<file path="src/rtl/alu_seq_pkg.sv">
// Shared definitions for the bit-serial ALU sequencer: widths, op codes,
// FSM state encoding and the single-cycle logic-op evaluator.
package alu_seq_pkg;

    localparam int OPW  = 4;
    localparam int RESW = 8;

    localparam logic [2:0] OP_INC   = 3'b000;
    localparam logic [2:0] OP_ADD   = 3'b001;
    localparam logic [2:0] OP_ADD2  = 3'b010;
    localparam logic [2:0] OP_XOROR = 3'b011;
    localparam logic [2:0] OP_REDOR = 3'b100;
    localparam logic [2:0] OP_CAT   = 3'b101;

    typedef enum logic [1:0] {
        IDLE = 2'd0,
        ADD  = 2'd1,
        EVAL = 2'd2,
        DONE = 2'd3
    } state_t;

    // Ops that run through the shared full-adder slice.
    function automatic logic is_serial(input logic [2:0] op);
        return (op == OP_INC) || (op == OP_ADD) || (op == OP_ADD2);
    endfunction

    // Result of the non-arithmetic ops; unused codes yield zero.
    function automatic logic [RESW-1:0] logic_op(input logic [2:0] op,
                                                 input logic [OPW-1:0] a,
                                                 input logic [OPW-1:0] b);
        logic [RESW-1:0] r;
        case (op)
            OP_XOROR: r = {a | b, a ^ b};
            OP_REDOR: r = {7'b0, |{a, b}};
            OP_CAT:   r = {a, b};
            default:  r = '0;
        endcase
        return r;
    endfunction

endpackage

</file>
<file path="src/rtl/alu_op_sequencer_if.sv">
// Request/result handshake bundle between a requester and the sequencer.
interface alu_op_sequencer_if;
    import alu_seq_pkg::*;

    logic                req_valid;
    logic                req_ready;
    logic [2:0]          op;
    logic [OPW-1:0]      a;
    logic [OPW-1:0]      b;
    logic                use_acc;
    logic                res_valid;
    logic                res_ready;
    logic [RESW-1:0]     result;

    // Requester side: issues operations and consumes results.
    modport master (
        output req_valid, op, a, b, use_acc, res_ready,
        input  req_ready, res_valid, result
    );

    // Sequencer side.
    modport slave (
        input  req_valid, op, a, b, use_acc, res_ready,
        output req_ready, res_valid, result
    );
endinterface

</file>
<file path="src/rtl/alu_op_sequencer_fa_bit.sv">
// Combinational 1-bit full adder; the single arithmetic resource that the
// sequencer time-multiplexes across operand bits.
module fa_bit (
    input  logic a_i,
    input  logic b_i,
    input  logic cin_i,
    output logic s_o,
    output logic cout_o
);
    assign s_o    = a_i ^ b_i ^ cin_i;
    assign cout_o = (a_i & b_i) | (a_i & cin_i) | (b_i & cin_i);
endmodule

</file>
<file path="src/rtl/alu_op_sequencer.sv">
// Multi-cycle ALU controller: accepts one op at a time, runs additions
// bit-serially through one shared full-adder slice, evaluates logic ops in a
// single cycle, and owns an 8-bit accumulator holding the last result.
module alu_op_sequencer
    import alu_seq_pkg::*;
(
    input  logic                clk,
    input  logic                rst,
    alu_op_sequencer_if.slave   bus,
    output logic [RESW-1:0]     acc_o,
    output logic                busy_o
);

    state_t          state_q, state_d;
    logic [1:0]      idx_q, idx_d;
    logic            carry_q, carry_d;
    logic [2:0]      op_q, op_d;
    logic [OPW-1:0]  a_q, a_d;
    logic [OPW-1:0]  b_q, b_d;
    logic [RESW-1:0] result_q, result_d;
    logic [RESW-1:0] acc_q, acc_d;

    logic            fa_s;
    logic            fa_cout;

    // The shared slice always looks at the bit currently being processed.
    fa_bit u_fa (
        .a_i    (a_q[idx_q]),
        .b_i    (b_q[idx_q]),
        .cin_i  (carry_q),
        .s_o    (fa_s),
        .cout_o (fa_cout)
    );

    // State and datapath registers; reset discards any in-flight op.
    always_ff @(posedge clk or posedge rst) begin
        if (rst) begin
            state_q  <= IDLE;
            idx_q    <= '0;
            carry_q  <= 1'b0;
            op_q     <= '0;
            a_q      <= '0;
            b_q      <= '0;
            result_q <= '0;
            acc_q    <= '0;
        end else begin
            state_q  <= state_d;
            idx_q    <= idx_d;
            carry_q  <= carry_d;
            op_q     <= op_d;
            a_q      <= a_d;
            b_q      <= b_d;
            result_q <= result_d;
            acc_q    <= acc_d;
        end
    end

    // Next-state logic: accept, serial add steps, logic eval, result hold.
    always_comb begin
        state_d  = state_q;
        idx_d    = idx_q;
        carry_d  = carry_q;
        op_d     = op_q;
        a_d      = a_q;
        b_d      = b_q;
        result_d = result_q;
        acc_d    = acc_q;

        case (state_q)
            IDLE: begin
                if (bus.req_valid) begin
                    op_d    = bus.op;
                    a_d     = bus.a;
                    // Increment is an add with B pinned to one; otherwise B
                    // may come from the accumulator's low nibble.
                    if (bus.op == OP_INC)
                        b_d = 4'b0001;
                    else if (bus.use_acc)
                        b_d = acc_q[OPW-1:0];
                    else
                        b_d = bus.b;
                    idx_d   = '0;
                    carry_d = 1'b0;
                    state_d = is_serial(bus.op) ? ADD : EVAL;
                end
            end
            ADD: begin
                result_d[idx_q] = fa_s;
                carry_d         = fa_cout;
                idx_d           = idx_q + 2'd1;
                if (idx_q == 2'd3) begin
                    // Final carry becomes bit 4; the sum is zero-extended.
                    result_d[RESW-1:OPW] = {3'b000, fa_cout};
                    acc_d                = result_d;
                    state_d              = DONE;
                end
            end
            EVAL: begin
                result_d = logic_op(op_q, a_q, b_q);
                acc_d    = result_d;
                state_d  = DONE;
            end
            DONE: begin
                if (bus.res_ready)
                    state_d = IDLE;
            end
            default: state_d = IDLE;
        endcase
    end

    assign bus.req_ready = (state_q == IDLE);
    assign bus.res_valid = (state_q == DONE);
    assign bus.result    = result_q;
    assign acc_o         = acc_q;
    assign busy_o        = (state_q == ADD) || (state_q == EVAL);

endmodule

</file>
<file path="src/flat_wrapper.sv">
// flat-port wrapper written by rule: the top's interface ports become plain ports
module alu_op_sequencer_flat import alu_seq_pkg::*;
  (clk, rst, acc_o, busy_o, bus_req_valid, bus_op, bus_a, bus_b, bus_use_acc, bus_res_ready, bus_req_ready, bus_res_valid, bus_result);
  alu_op_sequencer_if bus_i ();
  input  logic clk;
  input  logic rst;
  output logic [RESW-1:0] acc_o;
  output logic busy_o;
  input wire logic [$bits(bus_i.req_valid)-1:0] bus_req_valid;
  input wire logic [$bits(bus_i.op)-1:0] bus_op;
  input wire logic [$bits(bus_i.a)-1:0] bus_a;
  input wire logic [$bits(bus_i.b)-1:0] bus_b;
  input wire logic [$bits(bus_i.use_acc)-1:0] bus_use_acc;
  input wire logic [$bits(bus_i.res_ready)-1:0] bus_res_ready;
  output wire logic [$bits(bus_i.req_ready)-1:0] bus_req_ready;
  output wire logic [$bits(bus_i.res_valid)-1:0] bus_res_valid;
  output wire logic [$bits(bus_i.result)-1:0] bus_result;
  assign bus_i.req_valid = bus_req_valid;
  assign bus_i.op = bus_op;
  assign bus_i.a = bus_a;
  assign bus_i.b = bus_b;
  assign bus_i.use_acc = bus_use_acc;
  assign bus_i.res_ready = bus_res_ready;
  assign bus_req_ready = bus_i.req_ready;
  assign bus_res_valid = bus_i.res_valid;
  assign bus_result = bus_i.result;
  alu_op_sequencer u_core (.clk(clk), .rst(rst), .bus(bus_i), .acc_o(acc_o), .busy_o(busy_o));
endmodule
</file>
<file path="config.mk">
export PLATFORM = sky130hd
export DESIGN_NAME = alu_op_sequencer_flat
export DESIGN_NICKNAME = d
export VERILOG_FILES = /design/src/rtl/alu_seq_pkg.sv /design/src/rtl/alu_op_sequencer_if.sv /design/src/rtl/alu_op_sequencer_fa_bit.sv /design/src/rtl/alu_op_sequencer.sv /design/src/flat_wrapper.sv
export SDC_FILE = /design/constraint.sdc
export NUM_CORES = 1
export LEC_CHECK = 0
export ABC_AREA = 1
export BUFFER_PORTS_ARGS = -buffer_cell sky130_fd_sc_hd__buf_2
export CAP_MARGIN = 20
export CORE_MARGIN = 5
export CORE_UTILIZATION = 55
export CTS_CLUSTER_SIZE = 20
export DETAILED_ROUTE_END_ITERATION = 8
export PLACE_DENSITY = 0.8
export RECOVER_POWER = 25
export SYNTH_ARGS = -nofsm -noshare
export SYNTH_HDL_FRONTEND = slang
export SYNTH_SLANG_ARGS = --single-unit
</file>
<file path="constraint.sdc">
create_clock -name clk -period 4.75 [get_ports clk]
set_input_delay 0 -clock clk [delete_from_list [all_inputs] [get_ports clk]]
set_output_delay 0 -clock clk [all_outputs]
set_load 0.01 [all_outputs]
</file>
==> flow_metrics.py <==
metrics = {
    "run_status": {
        "outcome": "finished, violations left",
        "violations": "capacitance limit, slew limit",
    },
    "finish": {
        "multi_input_area_sq_um": 837.1,
        "register_area_sq_um": 800.8,
        "flow.area_growth_from_synthesis_pct": 21.48,
        "most_frequent_standard_cell_in_the_layout_excluding_fill_and_tap_cells": "nand2_1",
        "num-fill-cells": 258,
        "final_net_count": 299,
        "count_of_inserted_antenna_diode_cells": 0,
        "most-common-layout-cells": "nand2_1 (69), buf_2 (34), dfrtp_1 (32), inv_1 (24), o21ai_1 (23)",
        "drive_gt1_share_pct": 19.19,
    },
    "placement": {
        "place.port_buffers": 34,
        "gpl_wtd_cong": 0.8154,
        "dpl.hpwl_um": 2980,
    },
    "critical_path": {
        "cpMaxStageDelayCell": "o21ai_1",
        "start_kind": "flip-flop",
        "worst_path_dominant_cell_family": "compound AO/OA/AOI/OAI gates",
        "timing.critical_path.depth": 6,
        "cp_slowest_stage_delay_ns": 0.73,
        "crit_path_end_kind": "flip-flop",
        "r2r_cells": 6,
        "cp_data_arrival_time_ns": 2.35,
        "required_ns": 4.97,
        "setup.worst_path.class": "flip-flop to flip-flop",
        "critical_path_buf_inv_count": 2,
        "critical_path.cell_chain": "inv_1, ha_1, o21ai_1, inv_1, nand2_1, nand2_1",
        "timing.critical_path.fanout_max": 15,
    },
    "clock_tree": {
        "htree_num_levels": 2,
        "clock-sinks": 32,
        "clk_latency_ns": 0.33,
        "clk_path_buf_depth": 2,
        "post_cts.repair.setup_buffers": 0,
        "cts.repair.resized": 0,
        "clkSlewWorstSetupHoldPaths_ns": 0.10,
        "total_cts_buffers": 5,
        "tritoncts": "built",
        "clock_root_cell": "clkbuf_4",
    },
    "grt": {
        "global_route.overflow_total": 0,
        "grt_start_max_net_pins": 33,
        "grtUsageTotal_pct": 21.29,
        "number_of_global_route_vias_before_repair": 1615,
        "grt_antenna_before_repair": 0,
        "grt_pass1_wl_um": 7093,
    },
    "die": {
        "fp.dieArea_sq_um": 4467,
        "start_util_pct": 57.72,
        "die_h_um": 66.84,
        "core_sq_um": 3078,
        "die_x_um": 66.84,
        "rows": 20,
        "io-pin-count": 35,
    },
    "timing": {
        "hold_slack_ns": 0.04695,
        "layout_min_cycle_time_ns": 2.131,
        "finalHoldViolCount": 0,
        "worst-slew-pin-transition_ns": 1.671,
        "max_slew_vio_count": 33,
        "rsz_0062_raised_after_global_routing": "no",
        "finalSetupViolations": 0,
        "setup_total_negative_slack_ns": 0,
        "finalCritPeriodShare_pct": 44.86,
        "max-slew-margin-rel_pct": -11.43,
        "top_achievable_clock_speed_mhz": 469.3,
        "clock-skew-final_ns": 0.003972,
    },
    "min_path": {
        "worst_hold_path_type": "primary input to flip-flop",
        "worstHoldPathCells": 3,
    },
    "synth": {
        "dominantRegCellSynth": "dfrtp_1",
        "post_synth_inst_count": 221,
        "synth-adder-area-share_pct": 9.577,
        "synth_seq_cells": 32,
        "synth_top_family_by_area": "simple AND/OR/NAND/NOR gates",
        "synth-compound-area-share_pct": 15.85,
        "synth-xor-area-share_pct": 0,
        "synth-warning-count": 0,
        "post_synth.cell_area_avg_sq_um": 8.039,
        "ys_top_cells_by_area": "dfrtp_1 (45%), nand2_1 (15%), ha_1 (8.5%), o21ai_1 (6.5%), inv_1 (5.1%)",
        "ys_seq_area_share_pct": 45.07,
        "synth_simple_gate_area_share_pct": 19.37,
        "number_of_enable_type_register_cells_in_the_synthesized_netlist": 0,
        "synthDominantAreaCellType": "dfrtp_1",
        "multiplexer_share_of_the_synthesized_area_pct": 2.324,
        "synth_async_sr_flop_share_pct": 100.0,
        "mappedNetlistArea_sq_um": 1777,
        "synth_top_area_share_pct": 45.07,
        "yosys.cell_types.count": 24,
        "syn_nets": 250,
    },
    "routing": {
        "via_count": 1604,
        "route.detailed.vias_per_inst": 5.092,
        "drtAntennaViolNets": 0,
        "wl_per_cell_um": 13.06,
        "drc": 0,
        "detailedRoute.firstIterationViolations": 96,
        "postRouteWirelength_um": 4113,
        "first_pass_iters": 4,
    },
    "power_and_ir_drop": {
        "power.leakage_nw": 1.153,
        "power_density_nw_per_um2": 637.0,
        "vdd.ir_drop.worst_uv": 409.9,
    },
    "job": {
        "max_cap_violations": 1,
    },
}
[what timing repair did]
action | 4_1_cts | 5_1_grt
setup endpoints to repair | 0 | 0
hold buffers | 11 | 0
hold endpoints to repair | 42 | 0
[routing by layer]
layer	share of wire, %	global-route usage [%]	routed length (um)
met5	0	0	0
met4	2.1	8.122	85
met3	4.9	5.902	203
met2	49	35.77	2002
met1	44	25.75	1822
[through the flow]
| step | std cells | area (sq um) | total power (W) | utilization, % | worst slack, ns |
|---|---|---|---|---|---|
| final | 315 | 2158 | 0.001375 | 70.12 | 2.619 |
| after global routing | 315 | 2158 | 0.001522 | 70.12 | 2.412 |
| after CTS | 315 | 2162 | 0.001381 | 70.24 | 2.626 |
| after detailed placement | 296 | 1991 | 0.001208 | 64.67 | 2.650 |
| after global placement | 296 | 1991 | 0.001192 | 64.67 | 2.661 |
| after floorplan | 221 | 1777 | 0.001007 | - | 2.890 |
[state kept, by name, indices dropped and copies added (netlist names)]
| name | count |
|---|---|
| u_core.state_q | 2 |
| u_core.bus.result | 8 |
| u_core.carry_q | 1 |
| u_core.op_q | 3 |
| u_core.a_q | 4 |
| u_core.b_q | 4 |
| u_core.idx_q | 2 |
| u_core.acc_o | 8 |
[cells in the mapped netlist (2+ instances only)]
| cell | instances |
|---|---|
| inv_2 | 5 |
| nand2_1 | 69 |
| buf_2 | 3 |
| nand3_1 | 4 |
| ha_1 | 12 |
| o22ai_1 | 11 |
| o21ai_0 | 6 |
| clkinv_1 | 3 |
| nor2_1 | 4 |
| dfrtp_1 | 32 |
| o21ai_1 | 23 |
| inv_1 | 24 |
| mux2i_1 | 3 |
| a21oi_1 | 11 |
| nand3_2 | 2 |
[cell families after synthesis]
family,after synthesis
and+or+nand+nor,84
muxes,4
buffers and inverters,36
AOI/OAI and AO/OA,52
DFF,32
adders and majority gates,13
[where the power goes]
part	internal (W)	switching [W]	leakage (nW)
Clock	0.0000704	0.0000913	0.0380
Sequential	0.000377	0.0000896	0.416
Combinational	0.000275	0.000471	0.699
Total	0.000722	0.000652	1.15
[worst paths after layout]
kind	slack, ns	startpoint	end
max	2.62	u_core.state_q[0]	u_core.acc_o[3]
min	0.05	bus_req_valid	u_core.op_q[2]
max reg2reg	2.62	u_core.state_q[0]	u_core.acc_o[3]
min reg2reg	0.49	u_core.acc_o[4]	u_core.acc_o[4]
max in group asynchronous	2.98	rst	u_core.acc_o[0]
min in group asynchronous	0.81	rst	u_core.a_q[3]
[worst reg2reg max path: stages (launching register included)]
cell and delay (ns):
dfrtp_1 0.39, inv_1 0.08, ha_1 0.38, o21ai_1 0.73, inv_1 0.25, nand2_1 0.14
nand2_1 0.06
[layout make-up]
cell class	count	share of cell area (%)
multi-input combinational	153	38.78
sequential	32	37.10
timing repair buffer	46	13.16
inverter	32	5.565
tap	44	2.551
clock buffer	6	2.377
clock inverter	2	0.4638
Power figures use the tool's default switching activity.
